$ cat config.mk
export PLATFORM = sky130hd
export DESIGN_NAME = reg_observe_display
export DESIGN_NICKNAME = d
export VERILOG_FILES = /design/src/rtl/reg_observe_display.sv
export SDC_FILE = /design/constraint.sdc
export NUM_CORES = 1
export LEC_CHECK = 0
export CORE_MARGIN = 3
export CORE_UTILIZATION = 40
export DETAILED_ROUTE_END_ITERATION = 10
export GPL_TIMING_DRIVEN = 0
export HOLD_SLACK_MARGIN = 0.02
export PLACE_DENSITY = 0.66
export SLEW_MARGIN = 20
export SYNTH_ARGS = -nofsm -noshare
export SYNTH_HDL_FRONTEND = slang
export SYNTH_SLANG_ARGS = --single-unit
$ cat constraint.sdc
create_clock -name clk -period 7.47 [get_ports clk]
set_input_delay 1.494 -clock clk [delete_from_list [all_inputs] [get_ports clk]]
set_output_delay 1.494 -clock clk [all_outputs]
set_load 0.005 [all_outputs]
$ cat src/rtl/reg_observe_display.sv
// Register-observe front panel: two debounced buttons step the observed register index, and an
// 8-digit multiplexed 7-segment display shows data_ob or pc. Optional macro: OBSERVE_IDX_EN.
module reg_observe_display #(
  parameter int unsigned SCAN_DIV     = 1000,
  parameter int unsigned DB_CYCLES    = 20000,
  parameter int unsigned OBSERVE_INIT = 20
) (
  input  logic        clk,
  input  logic        reset,
  input  logic        btn_next,
  input  logic        btn_prev,
  input  logic        show_pc,
  input  logic [31:0] data_ob,
  input  logic [31:0] pc,
  output logic [4:0]  observe,
  output logic [7:0]  an,
  output logic [6:0]  seg,
  output logic        dp
);

  localparam int unsigned DIV_W = (SCAN_DIV > 1) ? $clog2(SCAN_DIV) : 1;
  localparam int unsigned DB_W  = (DB_CYCLES > 1) ? $clog2(DB_CYCLES) : 1;

  logic [1:0]      btn_raw;
  logic [1:0]      sync1, sync2;
  logic [1:0]      deb;
  logic [1:0]      arm;
  logic [1:0]      differ, accept, step;
  logic [DB_W-1:0] db_cnt [2];

  logic [DIV_W-1:0] div;
  logic [2:0]       idx;
  logic             started;
  logic             div_term;
  logic [31:0]      disp_val;
  logic [31:0]      shown;
  logic [3:0]       nib;

  assign btn_raw = {btn_prev, btn_next};

  function automatic logic [6:0] hex7(input logic [3:0] n);
    case (n)
      4'h0: hex7 = 7'b1000000;
      4'h1: hex7 = 7'b1111001;
      4'h2: hex7 = 7'b0100100;
      4'h3: hex7 = 7'b0110000;
      4'h4: hex7 = 7'b0011001;
      4'h5: hex7 = 7'b0010010;
      4'h6: hex7 = 7'b0000010;
      4'h7: hex7 = 7'b1111000;
      4'h8: hex7 = 7'b0000000;
      4'h9: hex7 = 7'b0010000;
      4'hA: hex7 = 7'b0001000;
      4'hB: hex7 = 7'b0000011;
      4'hC: hex7 = 7'b1000110;
      4'hD: hex7 = 7'b0100001;
      4'hE: hex7 = 7'b0000110;
      default: hex7 = 7'b0001110;
    endcase
  endfunction

  // Synchronizers are left out of reset so a button held through reset is still seen as held.
  always_ff @(posedge clk) begin
    sync1 <= btn_raw;
    sync2 <= sync1;
  end

  always_comb begin
    differ = '0;
    accept = '0;
    step   = '0;
    for (int i = 0; i < 2; i++) begin
      differ[i] = sync2[i] ^ deb[i];
      accept[i] = differ[i] && (db_cnt[i] == DB_W'(DB_CYCLES - 1));
      step[i]   = accept[i] && sync2[i] && arm[i];
    end
  end

  // A button only arms after a released level is seen, so a press held across reset never steps.
  always_ff @(posedge clk) begin
    if (reset) begin
      deb     <= '0;
      arm     <= '0;
      db_cnt  <= '{default: '0};
      observe <= 5'(OBSERVE_INIT);
    end else begin
      for (int i = 0; i < 2; i++) begin
        if (accept[i]) begin
          deb[i]    <= sync2[i];
          db_cnt[i] <= '0;
        end else if (differ[i]) begin
          db_cnt[i] <= db_cnt[i] + DB_W'(1);
        end else begin
          db_cnt[i] <= '0;
        end
        if (!sync2[i] && !deb[i]) begin
          arm[i] <= 1'b1;
        end
      end
      case (step)
        2'b01:   observe <= observe + 5'd1;
        2'b10:   observe <= observe - 5'd1;
        default: observe <= observe;
      endcase
    end
  end

  assign div_term = (div == DIV_W'(SCAN_DIV - 1));

  // Scan timing and frame latch; disp_val only changes at the 7->0 wrap or right after reset.
  always_ff @(posedge clk) begin
    if (reset) begin
      div      <= '0;
      idx      <= '0;
      started  <= 1'b0;
      disp_val <= '0;
    end else begin
      started <= 1'b1;
      if (div_term) begin
        div <= '0;
        idx <= idx + 3'd1;
      end else begin
        div <= div + DIV_W'(1);
      end
      if (!started || (div_term && (idx == 3'd7))) begin
        disp_val <= show_pc ? pc : data_ob;
      end
    end
  end

  always_comb begin
    shown = disp_val;
`ifdef OBSERVE_IDX_EN
    if (!show_pc) begin
      shown[31:24] = {3'b000, observe};
    end
`endif
    nib = shown[{idx, 2'b00} +: 4];
  end

  always_ff @(posedge clk) begin
    if (reset) begin
      an  <= 8'hFF;
      seg <= 7'h7F;
      dp  <= 1'b1;
    end else if (started) begin
      an  <= ~(8'b0000_0001 << idx);
      seg <= hex7(nib);
      dp  <= !((idx == 3'd7) && show_pc);
    end
  end

endmodule

=== Word-level counts from Yosys, hierarchy flattened ===
Memories as Yosys holds them, arrays and structs flattened. A register that Yosys moved wholly into a read port is not among the register bits.
Cells that the tools add are included.

* Muxes and demuxes: 3
* Add/sub/neg operators: 6
* Div/mod/pow operators: 0
* Magnitude comparators: 0
* Reductions and logical operators: 21
* Eq/ne operators: 6
* $mul: 0
* Shift operators: 2
* Bitwise logic cells: 5

{| class="wikitable"
|+ Operators by type and width
! kind !! count
|-
| 32-bit two-way mux || 1
|-
| 32-bit by 6-bit indexed part select with 4-bit output || 1
|-
| 15-bit by 1-bit adder with 15-bit output, second input constant || 2
|-
| 15-bit == test, second input constant || 2
|-
| 10-bit by 1-bit adder with 10-bit output, second input constant || 1
|-
| 10-bit == test, second input constant || 1
|-
| 1-bit logical AND || 10
|-
| 5-bit one-hot mux with 2 select lines || 1
|-
| 8-bit inverter || 1
|-
| 1-bit by 3-bit << shifter with 8-bit output, first input constant || 1
|-
| 1-bit logical NOT || 6
|-
| 3-bit OR reduction || 2
|-
| 5-bit by 1-bit adder with 5-bit output, second input constant || 1
|-
| 5-bit by 1-bit subtractor with 5-bit output, second input constant || 1
|-
| 3-bit by 1-bit adder with 3-bit output, second input constant || 1
|-
| 3-bit == test, second input constant || 1
|-
| 2-bit by 1-bit == test with 1-bit output, second input constant || 1
|-
| 2-bit == test, second input constant || 1
|-
| 1-bit inverter || 2
|-
| 2-bit nonzero test || 1
|-
| 2-bit OR reduction || 1
|-
| 1-bit XOR || 2
|-
| 1-bit logical OR || 1
|-
| 1-bit two-way mux || 1
|}

* Memory bits (writable): 0
* Register bits: 98
* Memory bits (read-only): 112
* Memories kept: 1
* Latch bits: 0
* Output and inout bits: 21
* Word-level logic and storage cells: 59

{| class="wikitable"
|+ Memory list
! memory !! words !! width !! rd ports !! clocked after memory_dff !! write ports !! RTL line !! RTL
|-
| (no name shown) || 16 || 7 || 1 || 1 || 0 || 42 || <nowiki>case (n)</nowiki>
|}

=== Logic depth before layout (Yosys ltp) ===
Gate-level depths: netlist (run 1).

* Word-level depth: 6
* Mapped depth: 12
* Gate-level depth less buffers: 12

=== Worst setup path after synthesis (run 1) ===
OpenSTA, ideal clock, no wires.

* Kind: register to register
* From: register db_cnt[15] in the netlist's numbering
* To: register observe[4]
* Clock period less this slack: 2.766 ns
* Setup slack: 4.704 ns
* Buffers on the path: 0
* Cell stages (with the launch flop): 12
* Data arrival time: 2.702 ns
* Required time: 7.406 ns
* Cells stage by stage: dfxtp_1 ha_1 nand4_1 nor4_1 nand3_1 ha_1 fa_1 a21o_1 a21oi_1 xor2_1 or3_1 nand3_1

* Word-level cells in the longest chain between the ends: 6

{| class="wikitable"
|+ Ends and longest elaborated chain
! element !! RTL line !! RTL
|-
| from (decl) || 29 || <nowiki>logic [DB_W-1:0] db_cnt [2];</nowiki>
|-
| from (signal, indexed assignment) || 92 || <nowiki>db_cnt[i] <= db_cnt[i] + DB_W'(1);</nowiki>
|-
| 15-bit == test * || 74 || <nowiki>accept[i] = differ[i] && (db_cnt[i] == DB_W'(DB_CYCLES - 1));</nowiki>
|-
| 1-bit logical AND * || 74 ||
|-
| 1-bit logical AND * (2 in a row) || 75 || <nowiki>step[i] = accept[i] && sync2[i] && arm[i];</nowiki>
|-
| 2-bit == test or 2-bit by 1-bit == test with 1-bit output (tied branches) || 100 || <nowiki>case (step)</nowiki>
|-
| 5-bit one-hot mux with 2 select lines or 2-bit nonzero test (tied branches) || - ||
|-
| to (signal assigned) || 101 || <nowiki>2'b01: observe <= observe + 5'd1;</nowiki>
|-
| to (signal assigned) || 102 || <nowiki>2'b10: observe <= observe - 5'd1;</nowiki>
|-
| to (signal assigned) || 103 || <nowiki>default: observe <= observe;</nowiki>
|-
| to (decl) || 15 || <nowiki>output logic [4:0] observe,</nowiki>
|}

Every way passes the cells marked *; elsewhere a longest branch is shown, timed or not.
A chain may end at the register's enable or synchronous reset.

=== Worst setup path after layout (run 1) ===
* From: register db_cnt[0] in the netlist's numbering
* To: register observe[4]

The elaborated chain is that of the path after synthesis.

==> results.json, run 1 <==
{
  "hold_path_depth": 0,
  "cts_buffers": 9,
  "setup_viol": 0,
  "place.port_buffers": 88,
  "drt_pass1_iterations": 4,
  "r2r.worst_path.cells": 11,
  "antenna_left": 0,
  "ctsResizeCount": 0,
  "fin_nets": 704,
  "postSynthCellCount": 514,
  "cts_sinks": 105,
  "root_buffer": "clkbuf_16",
  "path_max_fanout": 5,
  "hold_path_class": "reg2reg",
  "synth_warnings": 0,
  "ioPinCount": 90,
  "wire_per_inst_um": 13.94,
  "layout.cells.non_filler": 782,
  "crit_type": "reg2reg",
  "relSlewSlack_pct": 49.38,
  "antennaDiodeCount": 0,
  "row_count": 39,
  "via_per_inst": 4.999,
  "drv_cap": 0,
  "syn_nets": 605,
  "async_flop_share_pct": 0,
  "grt_first_pass_wirelength_um": 18330,
  "p_per_area_mw_per_mm2": 190.4,
  "drive_gt1_share_pct": 6.472,
  "arrival_ps": 3370,
  "grt_start_max_net_pins": 18,
  "worst-path-stages": 11,
  "worst_path_most_repeated_cell": "ha_1",
  "nFillCells": 1078,
  "final.period_utilization_pct": 41.31,
  "critical_path.top_delay_family": "simple AND/OR/NAND/NOR gates",
  "die_w_um": 117.2,
  "worst_setup_path_start_kind": "flop",
  "htree_levels": 3,
  "hold_buffers": 0,
  "fin_setup_tns_ps": 0,
  "clockBufferDepth": 2,
  "finClkSkew_ps": 6.692,
  "hold_violations": 0,
  "antenna_found_initial": 0,
  "syn_avg_cell_area_um2": 9.620,
  "initial_core_util_pct": 42.05,
  "status": "finished, final reports clean",
  "rsz0062_at_grt": "false",
  "routed_wl_um": 10900,
  "cts_tree": "yes",
  "remaining_drc_errors": 0,
  "critPathSlowestCell": "nor4_1",
  "gp_congestion": 0.7767,
  "slowest_delay_ps": 540,
  "first_iter_violations": 209,
  "worst_ep_required_time_ps": 7760,
  "end_kind": "flop",
  "postCtsSetupRepairBufs": 0,
  "track_usage_pct": 16.98,
  "fin_util_pct": 53.89,
  "period_minus_slack_ps": 3086,
  "grt_overflow": 0,
  "synth_ff_type": "dfxtp_1",
  "dpl.hpwl_um": 8526,
  "grt_pass1_vias": 3898,
  "ys_seq_area_share_pct": 42.51,
  "syn_to_final_growth_pct": 28.16,
  "die-height_um": 117.2,
  "synth-seq-cells": 105,
  "dp_cells": 766,
  "cellLeakagePower_uw": 0.002502,
  "worst-path-buf-inv": 0,
  "synth_cell_type_count": 44,
  "final_max_slew_viol_count": 0,
  "worst_slew_pin_slew_ps": 759.4,
  "placeableCoreArea_mm2": 0.01176,
  "fmax_ghz": 0.3241,
  "syn_area_mm2": 0.004945,
  "clkLatencyLatePin_ps": 350,
  "ir_drop_uv": 128.9,
  "synth-edff-count": 0,
  "die-area_mm2": 0.01373,
  "clk_pin_slew_ps": 70,
  "cp_cell_sequence": "ha_1 > nand4_1 > nor4_1 > and3_1 > ha_1 > ha_1 > a21o_1 > a21oi_1 > xor2_1 > or3_1 > nand3_1",
  "vias": 3909
}
routing by layer:
metal	vias up	track usage, %	wire length, µm
li1	2006	-	-
met1	1804	21.42	4853
met2	90	28.58	5372
met3	9	3.496	512
met4	0	6.422	165
met5	-	0	0
cell usage in the layout, fill, tap and decap left out, drive strengths merged, types with 3 or more instances in the layout:
| master | count |
|---|---|
| xor2 | 23 |
| o21ai | 19 |
| inv | 17 |
| ha | 21 |
| nor4 | 3 |
| nor3 | 5 |
| nor2 | 94 |
| clkdlybuf4s50 | 88 |
| clkbuf | 23 |
| or3 | 6 |
| buf | 12 |
| a211oi | 32 |
| nand2 | 25 |
| and3 | 10 |
| dfxtp | 105 |
| nand3 | 22 |
| mux2 | 4 |
| xnor2 | 14 |
| clkinv | 4 |
| nand4 | 9 |
| a21oi | 8 |
| mux4 | 8 |
| mux2i | 45 |
kinds of logic (layout without fill, tap and decap cells):
| family | after synthesis | count (layout) | synth area share [%] |
|---|---|---|---|
| adders and majority gates | 22 | 22 | 5.719 |
| muxes | 57 | 57 | 14.63 |
| AOI/OAI and AO/OA | 70 | 70 | 9.615 |
| xor gates and xnor gates | 37 | 37 | 6.554 |
| and+or+nand+nor | 181 | 181 | 16.70 |
| buffers and inverters | 42 | 146 | 4.276 |
| DFF | 105 | 105 | 42.51 |
where the power goes:
part / internal (µW) / total, µW / leakage (µW) / switching (µW)
combinational: 74.3 / 133 / 0.00149 / 58.3
clock: 271 / 480 / 0.000146 / 209
sequential: 581 / 594 / 0.000861 / 12.5
state kept, by name, summed over array words and instances (netlist names):
name      count
an            8
arm           2
db_cnt       30
deb           2
disp_val     32
div          10
dp            1
idx           3
observe       5
seg           7
started       1
sync1         2
sync2         2
worst paths after layout:
kind	endpoint	slack [ps]	from
worst max-delay path	observe[4]	4380	db_cnt[0]
worst min-delay path	sync2[0]	330	sync1[0]
worst max register to register	observe[4]	4380	db_cnt[0]
worst min register to register	sync2[0]	330	sync1[0]
cells in the mapped netlist, types with 2 or more instances:
library cell	number	area, µm²
mux4_1	6	157.7
a211oi_1	32	240.2
a21o_1	2	15.01
and3_1	10	62.56
nand3_1	22	110.1
nand3b_1	2	15.01
xnor2_1	14	122.6
mux2i_4	2	45.04
clkinv_1	2	7.510
inv_1	15	56.30
nand4bb_1	2	22.52
clkbuf_1	10	37.54
nand2_1	25	93.84
nand4b_1	2	17.52
a221oi_1	2	17.52
clkbuf_8	2	27.53
a31oi_1	2	12.51
a22oi_1	2	15.01
buf_4	3	22.52
nand4_1	9	56.30
mux4_2	2	45.04
o21ai_0	14	70.07
ha_1	21	262.8
nor3_1	5	25.02
xor2_1	23	201.4
buf_2	6	30.03
nor4_1	3	18.77
nor2_1	93	349.1
mux2_2	4	45.04
or3_1	6	37.54
mux2i_1	43	430.4
buf_6	2	22.52
o21ai_1	4	20.02
dfxtp_1	105	2102
a21oi_1	8	40.04
stage by stage:
step	total power (µW)	hold slack [ps]	area (µm²)	worst slack [ps]
final	1206	332.1	6337	4384
after global placement	736.6	317.5	6031	4344
after global routing	1262	346.4	6337	4040
after CTS	1222	338.5	6337	4387
after detailed placement	740.7	321.1	6031	4327
after floorplan	674.8	309.6	4945	4704
final cells by class:
type	count	area [µm²]	share of cell area (%)
Multi-Input combinational cell	367	2631	41.52
Clock buffer	11	242.7	3.830
Timing Repair Buffer	88	880.8	13.90
Clock inverter	5	63.81	1.007
Inverter	18	67.56	1.066
Sequential cell	105	2102	33.17
Buffer	24	143.9	2.270
Tap cell	164	205.2	3.238
Note: power is estimated with default switching activity, not from simulation.
==> run 2, diff against run 1 <==
clock period = 3.01 ns   (was 7.47 ns; I/O delays follow)
==> results.json, run 2 (same netlist as run 1, synthesis figures left out) <==
{
  "die_w_um": 117.2,
  "cts_sinks": 105,
  "global_route.usage.met1_pct": 21.45,
  "initial_core_util_pct": 42.05,
  "worst_slew_pin_slew_ps": 760.1,
  "slowest_delay_ps": 400,
  "setup_slack_ps": 207.0,
  "path_max_fanout": 5,
  "r2r_setup_slack_ps": 210,
  "period_minus_slack_ps": 2803,
  "cp_cell_sequence": "inv_1 > ha_1 > nand4_1 > nor4_4 > nand3_2 > ha_4 > fa_1 > a21o_1 > a21oi_1 > xor2_1 > or3_1 > nand3_1",
  "critPathSlowestCell": "fa_1",
  "worst_ep_required_time_ps": 3290,
  "row_count": 39,
  "hold_ws_ps": 332.1,
  "post-place-ws_ps": -52.98,
  "fin_nets": 706,
  "wire_per_inst_um": 14.14,
  "p_per_area_mw_per_mm2": 467.5,
  "ioPinCount": 90,
  "drv_cap": 0,
  "worst-path-stages": 12,
  "first_iter_violations": 198,
  "status": "finished, final reports clean",
  "clockBufferDepth": 2,
  "met3_usage_pct": 3.496,
  "root_buffer": "clkbuf_16",
  "grt_overflow": 0,
  "hold_path_class": "reg2reg",
  "grt_first_pass_wirelength_um": 18440,
  "fin_util_pct": 54.42,
  "clk_pin_slew_ps": 70,
  "top_register": "disp_val",
  "drt_pass1_iterations": 4,
  "place.port_buffers": 88,
  "largest_reg_flops": 32,
  "hold_violations": 0,
  "antenna_left": 0,
  "dpl.hpwl_um": 8526,
  "antenna_found_initial": 0,
  "cellLeakagePower_uw": 0.002514,
  "worst-path-buf-inv": 1,
  "ir_drop_uv": 314.6,
  "syn_to_final_growth_pct": 29.43,
  "met2_usage_pct": 29.00,
  "r2r.worst_path.cells": 12,
  "final_cell_mix": "105 x dfxtp_1, 93 x nor2_1, 88 x clkdlybuf4s50_1",
  "grt_start_max_net_pins": 18,
  "final_common_cell": "dfxtp_1",
  "relSlewSlack_pct": 49.32,
  "hold_buffers": 0,
  "critical_path.top_delay_family": "simple AND/OR/NAND/NOR gates",
  "arrival_ps": 3080,
  "htree_levels": 3,
  "placeableCoreArea_mm2": 0.01176,
  "via_per_inst": 4.995,
  "finClkSkew_ps": 9.591,
  "cts_buffers": 9,
  "clkLatencyLatePin_ps": 350,
  "setup_viol": 0,
  "final_max_slew_viol_count": 0,
  "fmax_ghz": 0.3568,
  "die-area_mm2": 0.01373,
  "hold_path_depth": 0,
  "worst_setup_path_start_kind": "flop",
  "routed_wl_um": 11090,
  "grt_pass1_vias": 3918,
  "largestRegisters": "disp_val: 32 flops, db_cnt: 30 flops, div: 10 flops",
  "remaining_drc_errors": 0,
  "drive_gt1_share_pct": 7.419,
  "vias": 3916,
  "antennaDiodeCount": 0,
  "end_kind": "flop",
  "crit_type": "reg2reg",
  "die-height_um": 117.2,
  "cts_tree": "yes",
  "track_usage_pct": 17.11,
  "busiest_layer": "met2",
  "gp_congestion": 0.7767,
  "final.period_utilization_pct": 93.12
}
-- run 2: changes by cell type in the layout (fill, tap and decap cells not counted) --
cell	previous run	this run
buf_4	3	5
ha_1	21	20
ha_4	0	1
nand3_1	22	21
nand3_2	0	1
nor4_1	3	1
nor4_4	0	2
-- run 2: area by class of cell --
cell class                      instances  area (µm²)
Buffer                                 24       143.9
Clock buffer                           11       242.7
Clock inverter                          5       63.81
Fill cell                            1065        5360
Inverter                               18       67.56
Multi-Input combinational cell        367        2679
Sequential cell                       105        2102
Tap cell                              164       205.2
Timing Repair Buffer                   90       895.9
-- run 2: report_power, final --
| group | total [µW] | internal (µW) | switching [µW] | leakage [µW] |
|---|---|---|---|---|
| sequential | 1470 | 1440 | 31.3 | 0.000861 |
| clock | 1190 | 674 | 515 | 0.000146 |
| combinational | 329 | 184 | 145 | 0.00151 |
-- run 2: stage by stage --
step / setup TNS, ps / total power, µW / cells / area [µm²]
2_1_floorplan: 0 / 1675 / 514 / 4945
3_3_place_gp: -40.33 / 1828 / 766 / 6031
3_5_place_dp: -52.98 / 1838 / 766 / 6031
4_1_cts: 0 / 3032 / 782 / 6350
5_1_grt: -6.597 / 3131 / 784 / 6400
6_report: 0 / 2992 / 784 / 6400
-- run 2: timing repair --
action                                  4_1_cts  5_1_grt
cloned                                        0        0
resized for setup                             2        5
setup buffers                                 0        2
pin swaps                                     0        2
endpoints found under the setup margin        1        2
-- run 2: path summary, 6_finish.rpt --
kind / to / startpoint
min reg2reg: sync2[0] / sync1[0]
max reg2reg: observe[4] / sync2[0]
max: observe[4] / sync2[0]
min: sync2[0] / sync1[0]
-- run 2: metal layers --
layer / wire length, µm / vias up
li1: - / 2011
met1: 4982 / 1813
met2: 5567 / 86
met3: 467 / 6
met4: 72 / 0
met5: 0 / -
==> patch 1 (settings of run 2) <==
Add a define of `OBSERVE_IDX_EN`.
--- a/src/rtl/reg_observe_display.sv
+++ b/src/rtl/reg_observe_display.sv
@@ -1,5 +1,7 @@
 // Register-observe front panel: two debounced buttons step the observed register index, and an
 // 8-digit multiplexed 7-segment display shows data_ob or pc. Optional macro: OBSERVE_IDX_EN.
+`define OBSERVE_IDX_EN
+
 module reg_observe_display #(
   parameter int unsigned SCAN_DIV     = 1000,
   parameter int unsigned DB_CYCLES    = 20000,
Formal check against the unedited RTL: no difference found for any inputs over 10 cycles, from zero or initial values and one cycle with reset high; that may be too few to reach the edited logic, so the function may still have changed.
==> patch 1 against run 2 <==
Area after synthesis rose by 0.15%. Count of clock-buffer cells in the layout rose by 1. Setup slack lost 0.030 ns. Sequential cell count did not move. Sequential share of layout area decreased by 0.14 points. Power shrank 0.99%. Critical path depth up 2. Combinational power grew 2%. Maximum frequency shrank 1.1%. Non-clock buffer count up 5. Cell area rose by 0.55%. Routed wire length rose by 1.2%.
==> patch 1: results (changes against run 2) <==
[run_status]
outcome = finished, final reports clean

[placement]
dpl.hpwl_um = 8620  ; +1.1%
placed_cell_area_um2 = 6040  ; +0.21%
place.gp.congestion = 0.817  ; +5.1%
place_inst = 793  ; +3.5%

[logic_synthesis]
synth-seq-area-share = 0.424  ; -0.000644
ys_types = 50  ; +14%
synthCells = 537  ; +4.5%
synthTopCellsByArea = dfxtp_1 42%, mux2i_1 9.7%, nor2_1 7.4%
synth_xor_area_frac = 0.0690  ; +0.00344
synth.net_count = 628  ; +3.8%

[setup_path]
reg2reg_slack_ns = 0.18  ; -0.03 ns
reg2reg_depth = 14  ; +2
crit_path_end = observe[3]$_SDFFE_PP0P_

[detailed_routing]
routed_wl_um = 11200  ; +1.2%
wl_per_cell_um = 13.8  ; -2.3%
dr_wl_met3_um = 435  ; -6.9%
met2_length_um = 5670  ; +1.8%

[cts]
post_cts_buffers = 1  ; +1
cts-resized-gates = 3  ; +1

[layout]
layout.nets = 730  ; +3.4%
layout-drive-gt1-share = 0.0745  ; +0.000341

[min_path]
min-delay-start = sync1[1]$_DFF_P_

[global_route]
met3_usage = 0.0365  ; +0.00154
gr-usage-met1 = 0.214  ; -0.000616
grt_usage = 0.170  ; -0.00135

==> patch 1: layout make-up <==
class,count,area share
repair buffers,91,0.140
well taps,168,0.0327
plain buffers,28,0.0206
clock buffers,12,0.0367
multi-input cells,390,0.426
inverters,14,0.00817
flip-flops and latches,105,0.327
clock inverters,4,0.00836
==> patch 1: critical path, stage by stage, from the launching register on <==
cell and delay (ns):
dfxtp_2 0.34, inv_1 0.04, ha_1 0.29, and4b_1 0.21, nand3_2 0.10, nor4_4 0.32, and3_4 0.24, ha_4 0.17
ha_1 0.24, a21o_1 0.19, a21oi_2 0.14, xor2_1 0.15, nor2_1 0.06, a21oi_1 0.15, nor2_1 0.06
==> patch 1: report_power, final <==
| group | switching [mW] | internal (mW) | leakage (nW) |
|---|---|---|---|
| clock network | 0.503 | 0.648 | 0.133 |
| logic | 0.150 | 0.186 | 1.47 |
| registers | 0.0320 | 1.44 | 0.861 |
| total | 0.685 | 2.28 | 2.46 |
==> patch 2 (settings of run 2) <==
Made on the original files. Put one more register stage on the output `seg`, with the module's reset. The value now appears one clock later. The other outputs are not delayed to match.
--- a/src/rtl/reg_observe_display.sv
+++ b/src/rtl/reg_observe_display.sv
@@ -20,6 +20,8 @@
 
   localparam int unsigned DIV_W = (SCAN_DIV > 1) ? $clog2(SCAN_DIV) : 1;
   localparam int unsigned DB_W  = (DB_CYCLES > 1) ? $clog2(DB_CYCLES) : 1;
+
+  logic [6:0] seg_s0;
 
   logic [1:0]      btn_raw;
   logic [1:0]      sync1, sync2;
@@ -141,12 +143,20 @@
   always_ff @(posedge clk) begin
     if (reset) begin
       an  <= 8'hFF;
-      seg <= 7'h7F;
+      seg_s0 <= 7'h7F;
       dp  <= 1'b1;
     end else if (started) begin
       an  <= ~(8'b0000_0001 << idx);
-      seg <= hex7(nib);
+      seg_s0 <= hex7(nib);
       dp  <= !((idx == 3'd7) && show_pc);
+    end
+  end
+
+  always_ff @(posedge clk) begin
+    if (reset) begin
+      seg <= '0;
+    end else begin
+      seg <= seg_s0;
     end
   end
 
Function: changed (a bounded check fails within 4 cycles, from zero or initial values and one cycle with reset high).
==> patch 2 against run 2 <==
Routed wire length grew 0.80%. Non-clock buffer count grew 2. First-iteration DRC count shrank 10%. Utilization shrank 1.7 points. Highest routed layer unchanged. Hold slack lost 0.0023 ns. Largest cell class unchanged. Cell area grew 5.3%. Setup slack gained 0.0055 ns. Area after synthesis grew 6.8%. Sequential cell count grew 7. Global-route usage shrank 1.5 points. Power grew 5.4%. Clock skew grew 0.0035 ns.
==> patch 2: results (changes against run 2) <==
[run_status]
outcome = finished, final reports clean

[placement]
place.gp.congestion = 0.887  ; +14%
placed_cell_area_um2 = 6380  ; +5.7%
place_inst = 789  ; +3.0%
preCtsSetupSlack_ns = -0.129  ; -0.0762 ns
dpl.hpwl_um = 8440  ; -0.96%

[min_path]
min-delay-start = sync1[1]$_DFF_P_
hold_end = sync2[1]$_DFF_P_

[logic_synthesis]
yosys_warnings = 0  ; unchanged
synthTopCellsByArea = dfxtp_1 42%, mux2i_1 8.1%, a211oi_2 6.6%
muxShareOfSynthArea = 0.138  ; -0.00861
netlist_top_cells_count = 112 x dfxtp_1, 92 x nor2_1, 43 x mux2i_1, 28 x a211oi_2, 27 x nand2_1
synth.net_count = 620  ; +2.5%
ys_types = 48  ; +9.1%
synthAdderAreaFrac = 0.0535  ; -0.00364
synth_area_per_cell_um2 = 9.98  ; +3.8%
synth_compound_area_frac = 0.117  ; +0.0206
synth_xor_area_frac = 0.0614  ; -0.00418
yosysTopAreaCellShare = 0.425  ; -0.000557

[layout]
layout.nets = 722  ; +2.3%
layout.cells.non_filler = 808  ; +3.1%
nFillCells = 1138  ; +6.9%
seq_area_um2 = 2240  ; +6.7%
layout-drive-gt1-share = 0.118  ; +0.0437

[global_route]
grt_usage = 0.156  ; -0.0155
grt_max_degree = 19  ; +1
grt_pass1_vias = 4005  ; +2.2%

[sta]
holdWs_ns = 0.330  ; -0.00229 ns
setup_slack_ns = 0.212  ; +0.00546 ns
tightest_slew_ns = 0.723  ; -0.0371 ns
skew_ns = 0.0131  ; +0.00350 ns
setup_tns_ns = 0  ; unchanged

[power_and_ir_drop]
powerComb_mw = 0.367  ; +12%
ir_worst_vdd_mv = 0.336  ; +6.7%
power.leakage_nw = 2.63  ; +4.5%
switching_power_mw = 0.739  ; +7.0%
powerSeq_mw = 1.58  ; +7%
power_mw = 3.15  ; +5.4%

[cts]
ctsRootBufferMaster = clkbuf_16

[setup_path]
slowest_stage = dfxtp_1
reg2reg_slack_ns = 0.21
cpPeakStageDelay_ns = 0.41
worstSetupStartpoint = sync2[1]$_DFF_P_
cp.arrival_ns = 3.07  ; about the same
crit_fanout = 5  ; unchanged

[detailed_routing]
wl_per_cell_um = 13.8  ; -2.2%
initialDrtViolationCount = 178  ; -10%
vias_per_cell = 5.02  ; +0.60%

## patch 2: changes by cell type after synthesis, moves of 2 or more
cell / change
a211oi_1: -28
a211oi_2: +28
buf_2: -3
buf_6: +3
clkbuf_8: -2
dfxtp_1: +7
inv_1: +2
nand2_1: +2
nor2b_1: +6
o21ai_0: -2
## patch 2: layer usage
layer / vias to the layer above / global-route usage / share of wire
met3: 10 / 0.0373 / 0.052
met4: 0 / 0.0340 / 0.011
li1: 2054 / - / -
met2: 103 / 0.264 / 0.48
met1: 1893 / 0.201 / 0.46
met5: - / 0 / 0
## patch 2: area by class of cell
cell class / count / area share
multi-input combinational: 373 / 0.423
sequential: 112 / 0.333
timing repair buffer: 91 / 0.134
clock buffer: 10 / 0.0355
tap: 172 / 0.0319
buffer: 25 / 0.0223
inverter: 19 / 0.0106
clock inverter: 6 / 0.0100
